**config.mk**
```make
export PLATFORM = sky130hd
export DESIGN_NAME = mic_sample_dma
export DESIGN_NICKNAME = d
export VERILOG_FILES = /design/src/rtl/mic_sample_dma.sv
export SDC_FILE = /design/constraint.sdc
export NUM_CORES = 1
export LEC_CHECK = 0
export CORE_MARGIN = 2
export CORE_UTILIZATION = 45
export DETAILED_ROUTE_END_ITERATION = 16
export DONT_BUFFER_PORTS = 1
export SETUP_SLACK_MARGIN = 0.5
export SYNTH_ARGS = -nofsm -noshare
export SYNTH_HDL_FRONTEND = slang
export SYNTH_SLANG_ARGS = --single-unit
```
**constraint.sdc**
```tcl
create_clock -name CLK -period 4.75 [get_ports CLK]
set_input_delay 0.475 -clock CLK [delete_from_list [all_inputs] [get_ports CLK]]
set_output_delay 0.475 -clock CLK [all_outputs]
set_load 0.02 [all_outputs]
```
**src/rtl/mic_sample_dma.sv**
```systemverilog
// mic_sample_dma: single-channel Avalon-MM write-master DMA for the mic array.
// Each read_ready strobe captures one 32-bit sample word. That word is then
// written to base + 4*count. After number_samples words the block raises
// FINISHED and holds it until start is dropped.
//
// Ports:
//   CLK, RESET            clock, synchronous active-high reset
//   AM_*                  Avalon-MM write master (single-word bursts, all bytes)
//   mic_data, read_ready  sample word and its one-cycle valid strobe
//   select                source-select code to the upstream sample mux
//   start                 level enable; latches start_address / number_samples
//   start_address         destination base byte address
//   number_samples        number of words to write
//   FINISHED              capture complete
module mic_sample_dma #(
    parameter logic [2:0] SOURCE_SEL = 3'b001
) (
    input  logic        CLK,
    input  logic        RESET,
    output logic [31:0] AM_ADDR,
    output logic [2:0]  AM_BURSTCOUNT,
    output logic        AM_WRITE,
    output logic [31:0] AM_WRITEDATA,
    output logic [3:0]  AM_BYTEENABLE,
    input  logic        AM_WAITREQUEST,
    input  logic [31:0] mic_data,
    output logic [2:0]  select,
    input  logic        start,
    input  logic        read_ready,
    input  logic [31:0] start_address,
    input  logic [31:0] number_samples,
    output logic        FINISHED
);

    typedef enum logic [1:0] {IDLE, WAIT_SAMPLE, WRITE, DONE} state_t;

    state_t      state, state_nxt;
    logic [31:0] base, total, count, data;
    logic        wr_done;
    logic        last;

    assign wr_done = (state == WRITE) && !AM_WAITREQUEST;
    assign last    = (count + 32'd1) == total;

    always_ff @(posedge CLK) begin
        if (RESET) state <= IDLE;
        else       state <= state_nxt;
    end

    always_comb begin
        state_nxt = state;
        case (state)
            IDLE:        if (start) state_nxt = (number_samples == 32'd0) ? DONE : WAIT_SAMPLE;
            WAIT_SAMPLE: if (read_ready) state_nxt = WRITE;
                         else if (!start) state_nxt = IDLE;
            // start=0 only takes effect once the pending write has been accepted.
            WRITE:       if (!AM_WAITREQUEST) begin
                             if (last)        state_nxt = DONE;
                             else if (!start) state_nxt = IDLE;
                             else             state_nxt = WAIT_SAMPLE;
                         end
            DONE:        if (!start) state_nxt = IDLE;
            default:     state_nxt = IDLE;
        endcase
    end

    always_ff @(posedge CLK) begin
        if (RESET) begin
            base  <= '0;
            total <= '0;
            count <= '0;
            data  <= '0;
        end else begin
            if (state == IDLE && start) begin
                base  <= start_address;
                total <= number_samples;
                count <= '0;
            end
            // Strobes outside WAIT_SAMPLE are dropped: there is no sample buffer.
            if (state == WAIT_SAMPLE && read_ready) data <= mic_data;
            if (wr_done) count <= count + 32'd1;
        end
    end

    // Outputs are decoded from registers only, so there is no input-to-output path.
    // The address wraps modulo 2^32.
    assign AM_WRITE      = (state == WRITE);
    assign AM_ADDR       = AM_WRITE ? (base + {count[29:0], 2'b00}) : 32'd0;
    assign AM_WRITEDATA  = data;
    assign AM_BURSTCOUNT = 3'd1;
    assign AM_BYTEENABLE = 4'hF;
    assign FINISHED      = (state == DONE);
    assign select        = (state == IDLE) ? 3'b000 : SOURCE_SEL;

endmodule

```
# == Word-level counts from Yosys, hierarchy flattened ==
# Cells that the tools add are included.
# totals
inputBits,101
memories,0
wordCells,33
ramBits,0
latchBits,0
register_bits,130
mem_bits_ro,0
# classes
reduce_logical,8
n_eq_ne,6
n_mux,12
mul,0
div,0
order_cmp,0
addsub,2
n_bitwise,0
n_shift,0
# op_table
cell,n
two-way mux 32 bit,3
"adder 32 x 1 -> 32 bit, second input constant",1
adder 32 bit,1
equality test 32 bit,1
zero test 32 bit,1
two-way mux 2 bit,6
case mux 2 bit (4 select lines),1
"equality test 2 bit, second input constant",2
"inequality test 2 bit, second input constant",2
logical AND 1 bit,3
"equality test 2 x 1 -> 1 bit, second input constant",1
zero test 2 bit,1
two-way mux 1 bit,2
AND reduction 2 bit,1
nonzero test 2 bit,1
zero test 1 bit,1

# == Longest topological paths before layout ==
# Gate-level depths: netlist of the first run.
# depth
ltp_word,5
ltp_mapped,9

# == Least setup slack after synthesis of the first run ==
# OpenSTA, ideal clock, no wires.
# synth_timing
path_type,flip-flop to output port
start,reg count[0]
end,out AM_ADDR[22]
t_arrival_ps,2744
stages_incl_launch_ff,10
setup_slack_ps,1531
cell_sequence,dfxtp_1 -> ha_1 -> fa_1 -> a211o_1 -> a211oi_1 -> or3_1 -> a21oi_1 -> o31a_1 -> o21a_1 -> nor3_1
# synth_via
elab_chain_cells,2
# synth_lines
item,line_no,rtl
start: declaration,38,"logic [31:0] base, total, count, data;"
start signal: assignment,81,if (wr_done) count <= count + 32'd1;
adder 32 bit,88,"assign AM_ADDR = AM_WRITE ? (base + {count[29:0], 2'b00}) : 32'd0;"
two-way mux 32 bit,88,
end: declaration,20,"output logic [31:0] AM_ADDR,"
# Every way passes these cells.

# == Worst setup path after layout of the first run ==
# layout_timing
start,reg count[0]
end,out AM_ADDR[26]
# The elaborated chain is that of the path after synthesis.

==> impl_metrics.toml, run 1 <==
[finish]
drive_gt1_frac = 0.0568
post-route-util = 0.493
finalInstanceArea_mm2 = 0.00844
nets = 1157
final_cells = 1263
area_growth_pct = 8.24
regArea_mm2 = 0.00260
num_antenna_cells = 0
multiInputGateArea_mm2 = 0.00485
fill_cells = 1797

[detailed_routing]
drt_iter0_markers = 431
wirelength_um = 21700
vias_per_cell = 5.76
wl_per_cell_um = 17.2
ant_nets = 0
drc = 0
num_vias = 7273
drtPass1Iterations = 5

[grt]
grt_max_degree = 132
grt_pass1_vias = 6618
overflow = 0
grt_pass1_wl_um = 34800
antenna_found_initial = 0
track_usage = 0.238

[critical_path]
cp.required_ns = 4.28
reg2reg_slack_ns = 1.67
cp-end-kind = "output pin"
rr_endpoint = "state[0]"
cp_data_arrival_time_ns = 3.54
crit_type = "flip-flop to output pin"
cp-endpoint = "AM_ADDR[26]"
reg2regPathDepth = 8
setup.worst_path.start = "count[0]"
cp-start-kind = "flip-flop"
path_max_fanout = 8
reg2reg_from = "count[1]"

[cts]
cts_max_level = 4
cts_tree = "done"
cts_setup_buffers = 0
cts_max_path_buffers = 2
clk_latency_ns = 0.43
cts_made_buffers = 17
path_clk_slew_ns = 0.07
clock_sinks = 130
hold_buffers = 0
root_buffer = "clkbuf_16"

[floorplanning]
die_x_um = 136
initial_core_util = 0.455
core_area_mm2 = 0.0171
io_pins = 177
rows = 48
dieArea_mm2 = 0.0184
die_h_um = 136

[synth]
yosysWarnings = 0
yosys_register_bits = 130
synthMuxAreaShare = 0.0108
synthSimpleGateAreaFrac = 0.279
synth_top_area_share = 0.334
synth_top_family_by_area = "simple AND/OR/NAND/NOR gates"
synth_common_cells = "nand2_1 (246), a21oi_1 (157), dfxtp_1 (130), nor2_1 (65), clkbuf_1 (50)"
synth-main-ff-cell = "dfxtp_1"
synthArstFlopShare = 0
netlist_area_mm2 = 0.00779
yosys-top-cells-area = "dfxtp_1 (33%), nand2_1 (12%), a21oi_1 (10%)"
synthAdderAreaFrac = 0.0507
synth_area_per_cell_um2 = 7.34
synth_cells = 1062
yosysSeqAreaShare = 0.334
synthDistinctLibCells = 69
synth_xor_area_frac = 0.0539
synth_edf_count = 0
yosysTopAreaCell = "dfxtp_1"
synth_compound_area_frac = 0.220
yosysMostFrequentCell = "nand2_1"

[placement]
port-buffer-count = 0
place_ws_ns = 1.21
place_area_mm2 = 0.00782
gp_congestion = 0.859
hpwl_um = 15300
dp.cells = 1231

[pwr]
power.leakage_nw = 3.18
power_mw = 2.73
ir_drop_uv = 265
power.density_mw_per_mm2 = 324

[timing]
setup-tns-final_ns = 0
fin_hold_ws_ns = 0.116
fmax_ghz = 0.249
rsz0062_at_grt = "yes"
slew_headroom = 0.218
setup_viol_count_final = 0
skew_ns = 0.0149
drv_slew = 0
fin_crit_sh = 0.845
setup_slack_ns = 0.737
finalWorstPathRequiredPeriod_ns = 4.01
finalHoldViolations = 0
worstMarginPinSlew_ns = 1.17

[flow_run]
drv_cap = 0

[min_path]
hold_class = "primary input to flip-flop"

[run_status]
status = "completed"
critical path, cell delays in order, from the launching register on:
cell and delay [ns]:
dfxtp_1 0.38, ha_1 0.25, fa_1 0.44, a211o_1 0.30, a211oi_1 0.32, or3_1 0.24
a21oi_1 0.17, o31ai_1 0.41, nand3_1 0.12, a21oi_1 0.46
how the worst min path moves through the flow:
stage          startpoint  cells past startpoint   endpoint
2_1_floorplan     base[0]                      2    base[0]
3_3_place_gp      base[1]                      2    base[1]
3_5_place_dp      base[0]                      2    base[0]
4_1_cts             RESET                      1  total[18]
5_1_grt             RESET                      1  total[31]
6_report            RESET                      1  total[18]
routing by layer:
metal | up-vias | track usage | share of wire
met1 | 3331 | 0.359 | 0.49
met3 | 15 | 0.0509 | 0.082
met2 | 258 | 0.348 | 0.42
met4 | 0 | 0.0480 | 0.0081
met5 | - | 0 | 0
li1 | 3669 | - | -
layout by cell type, fill, tap and decap left out, types with 6 or more instances in the layout:
cell       Yosys  routed
nor2_1        65      64
nor3_1        36      35
nand3_1       24      24
a21oi_1      157     156
clkbuf_16      0      17
o211ai_1       8       8
dfxtp_1      130     130
nand3b_1       6       6
and3_1        10      10
a21o_1         9       9
inv_8          0       6
xor2_1        26      26
or3_1          7       7
a211oi_1       9       9
inv_1         14      14
and2_1        11      10
nand2b_1       8       8
nand4_1       13      13
buf_4          9       6
nor4_1        18      18
ha_1          30      30
a31oi_1        6       6
o21a_1        10      10
conb_1         2       9
nand2_1      246     245
o21ai_0       43      43
xnor2_1       22      22
cell families after synthesis:
| kind of cell | Yosys count |
|---|---|
| compound gates | 289 |
| simple gates | 471 |
| fa+ha+maj | 31 |
| mux | 8 |
| xor+xnor | 48 |
| flops | 130 |
| buf+inv | 83 |
| other cells | 2 |
flip-flops by register name (all words and copies together), names as in the netlist:
signal / count
AM_WRITEDATA: 32
count: 32
total: 32
base: 32
state: 2
what timing repair did:
| item | CTS | global route |
|---|---|---|
| resized for setup | 0 | 3 |
| setup endpoints to repair | 0 | 4 |
| endpoints found under the hold margin | 0 | 0 |
report_power, final:
group	total, mW	internal (mW)	switching, mW
Clock	1.32	0.715	0.610
Combinational	0.224	0.0808	0.143
Sequential	1.18	1.13	0.0469
cell type report:
| cell class | instances | area share |
|---|---|---|
| Multi-Input combinational cell | 856 | 0.574 |
| Timing Repair Buffer | 6 | 0.00534 |
| Tap cell | 225 | 0.0334 |
| Sequential cell | 130 | 0.309 |
| Clock buffer | 17 | 0.0504 |
| Inverter | 14 | 0.00623 |
| Clock inverter | 15 | 0.0217 |
Note: power is estimated with default switching activity, not from simulation.
==> run 2: changes to the inputs <==
Clock period 4.75 ns to 3.35 ns, I/O delays scaled along.
==> run 2 against run 1 <==
Compared with the run above: clock-buffer cell count up 1; cell count up 3.4%; largest power group unchanged; design area up 11%; setup slack worse by 0.61 ns; routed wire length up 9.3%; register-to-register slack worse by 0.96 ns; core utilization up 5.3 points; via count up 4.3%; first-iteration DRC count up 8.4%.
==> impl_metrics.toml, run 2 (same netlist as run 1, synthesis figures left out) <==
[pwr]
power_mw = 3.82
combPwrFrac = 0.101
power.leakage_nw = 3.42
intPower_mw = 2.72
power.share.clock = 0.460
seqPwrFrac = 0.439
power.density_mw_per_mm2 = 409
p_sw_frac = 0.289
ir_drop_uv = 367
switchingPower_mw = 1.10

[run_status]
status = "completed"

[cts]
cts_max_level = 4
cts_tree = "done"
cts_max_path_buffers = 2
path_clk_slew_ns = 0.06
clk_latency_ns = 0.43
clock_sinks = 130
cts_made_buffers = 17
root_buffer = "clkbuf_16"

[floorplanning]
die_x_um = 136
die_h_um = 136
rows = 48
io_pins = 177
initial_core_util = 0.455
dieArea_mm2 = 0.0184
core_area_mm2 = 0.0171

[finish]
final_cell_mix = "nand2_1 (245), a21oi_1 (147), dfxtp_1 (110)"
nets = 1200
area_growth_pct = 19.9
drive_gt1_frac = 0.175
layout_commonest_cell = "nand2_1"
regArea_mm2 = 0.00263
multiInputGateArea_mm2 = 0.00543
fill_cells = 1640
post-route-util = 0.546
num_antenna_cells = 0

[flow_run]
drv_cap = 0

[timing]
drv_slew = 0
fin_crit_sh = 0.962
rsz0062_at_grt = "yes"
skew_ns = 0.0122
slew_headroom = 0.482
fmax_ghz = 0.310
setup-tns-final_ns = 0
finalWorstPathRequiredPeriod_ns = 3.22
setup_viol_count_final = 0
fin_hold_ws_ns = 0.0221
finalHoldViolations = 0
worstMarginPinSlew_ns = 0.776

[detailed_routing]
drtPass1Iterations = 5
wirelength_um = 23700
num_vias = 7587
vias_per_cell = 5.81
drc = 0
drt_iter0_markers = 467
ant_nets = 0
wl_per_cell_um = 18.2

[grt]
grt_pass1_wl_um = 36600
track_usage = 0.253
grt_pass1_vias = 6926
antenna_found_initial = 0
overflow = 0
grt_max_degree = 125

[placement]
hpwl_um = 15900
port-buffer-count = 0
gp_congestion = 0.881

[critical_path]
critPathSlowestCell = "fa_2"
cp.required_ns = 3.01
cp_cell_sequence = "ha_4 -> fa_2 -> a211o_1 -> a211oi_2 -> or3_4 -> a21oi_4 -> o31a_1 -> o21a_1 -> nor3_4"
max_stage_delay_ns = 0.35
cp-end-kind = "output pin"
path_max_fanout = 5
cp-start-kind = "flip-flop"
crit_type = "flip-flop to output pin"
cp_data_arrival_time_ns = 2.89

[min_path]
hold_class = "primary input to flip-flop"
-- run 2: changes by cell type in the layout (fill, tap and decap cells not counted), sizes merged --
cell         change
buf             +42
clkinv           +1
clkbuf           +1
inv              -1
clkinvlp         -1
dlygate4sd3      +1
-- run 2: area by class of cell --
type / instances / area share
Tap cell: 225 / 0.0301
Clock buffer: 18 / 0.0459
Multi-Input combinational cell: 856 / 0.581
Clock inverter: 14 / 0.0127
Sequential cell: 130 / 0.282
Timing Repair Buffer: 49 / 0.0430
Inverter: 14 / 0.00562
-- run 2: final timing paths --
check            from          end  slack [ns]  depth (start not counted)
max           base[2]  AM_ADDR[22]        0.13                          9
min             RESET     state[1]        0.02                          1
max reg2reg  count[0]     state[0]        0.71                          9
min reg2reg   base[0]      base[0]        0.46                          2
-- run 2: what timing repair did --
item                                    in CTS  in global routing
resized for setup                           81                 36
buffers inserted                             8                  8
cloned                                       0                  0
hold buffers                                 2                  0
endpoints found under the hold margin      124                  0
pin swaps                                   25                 19
endpoints found under the setup margin      23                 28
-- run 2: routing by layer --
metal  part of all wire  track usage
met1               0.48        0.369
met3              0.073       0.0599
met5                  0            0
met2               0.44        0.377
met4             0.0099       0.0584
-- run 2: power groups by stage --
stage	Sequential [mW]	Combinational, mW	Clock, mW
floorplan	1.69	0.285	0
global placement	1.71	0.324	0
detailed placement	1.71	0.327	0
CTS	1.68	0.375	1.78
global route	1.68	0.432	1.84
finish	1.68	0.386	1.75
-- run 2: stage by stage --
stage	worst slack, ns	area, um2	std cells
after floorplan	0.517	7860	1069
after global placement	0.362	8040	1256
after detailed placement	0.324	8040	1256
after CTS	0.150	9090	1298
after global routing	0.0355	9350	1306
final	0.126	9350	1306
-- run 2: worst max-delay path, delay by kind of cell (launching register included) --
family / cells / cell delay [ns]
AOI/OAI and AO/OA: 5 / 1.19
adders and majority gates: 2 / 0.51
DFF: 1 / 0.33
and+or+nand+nor: 2 / 0.43
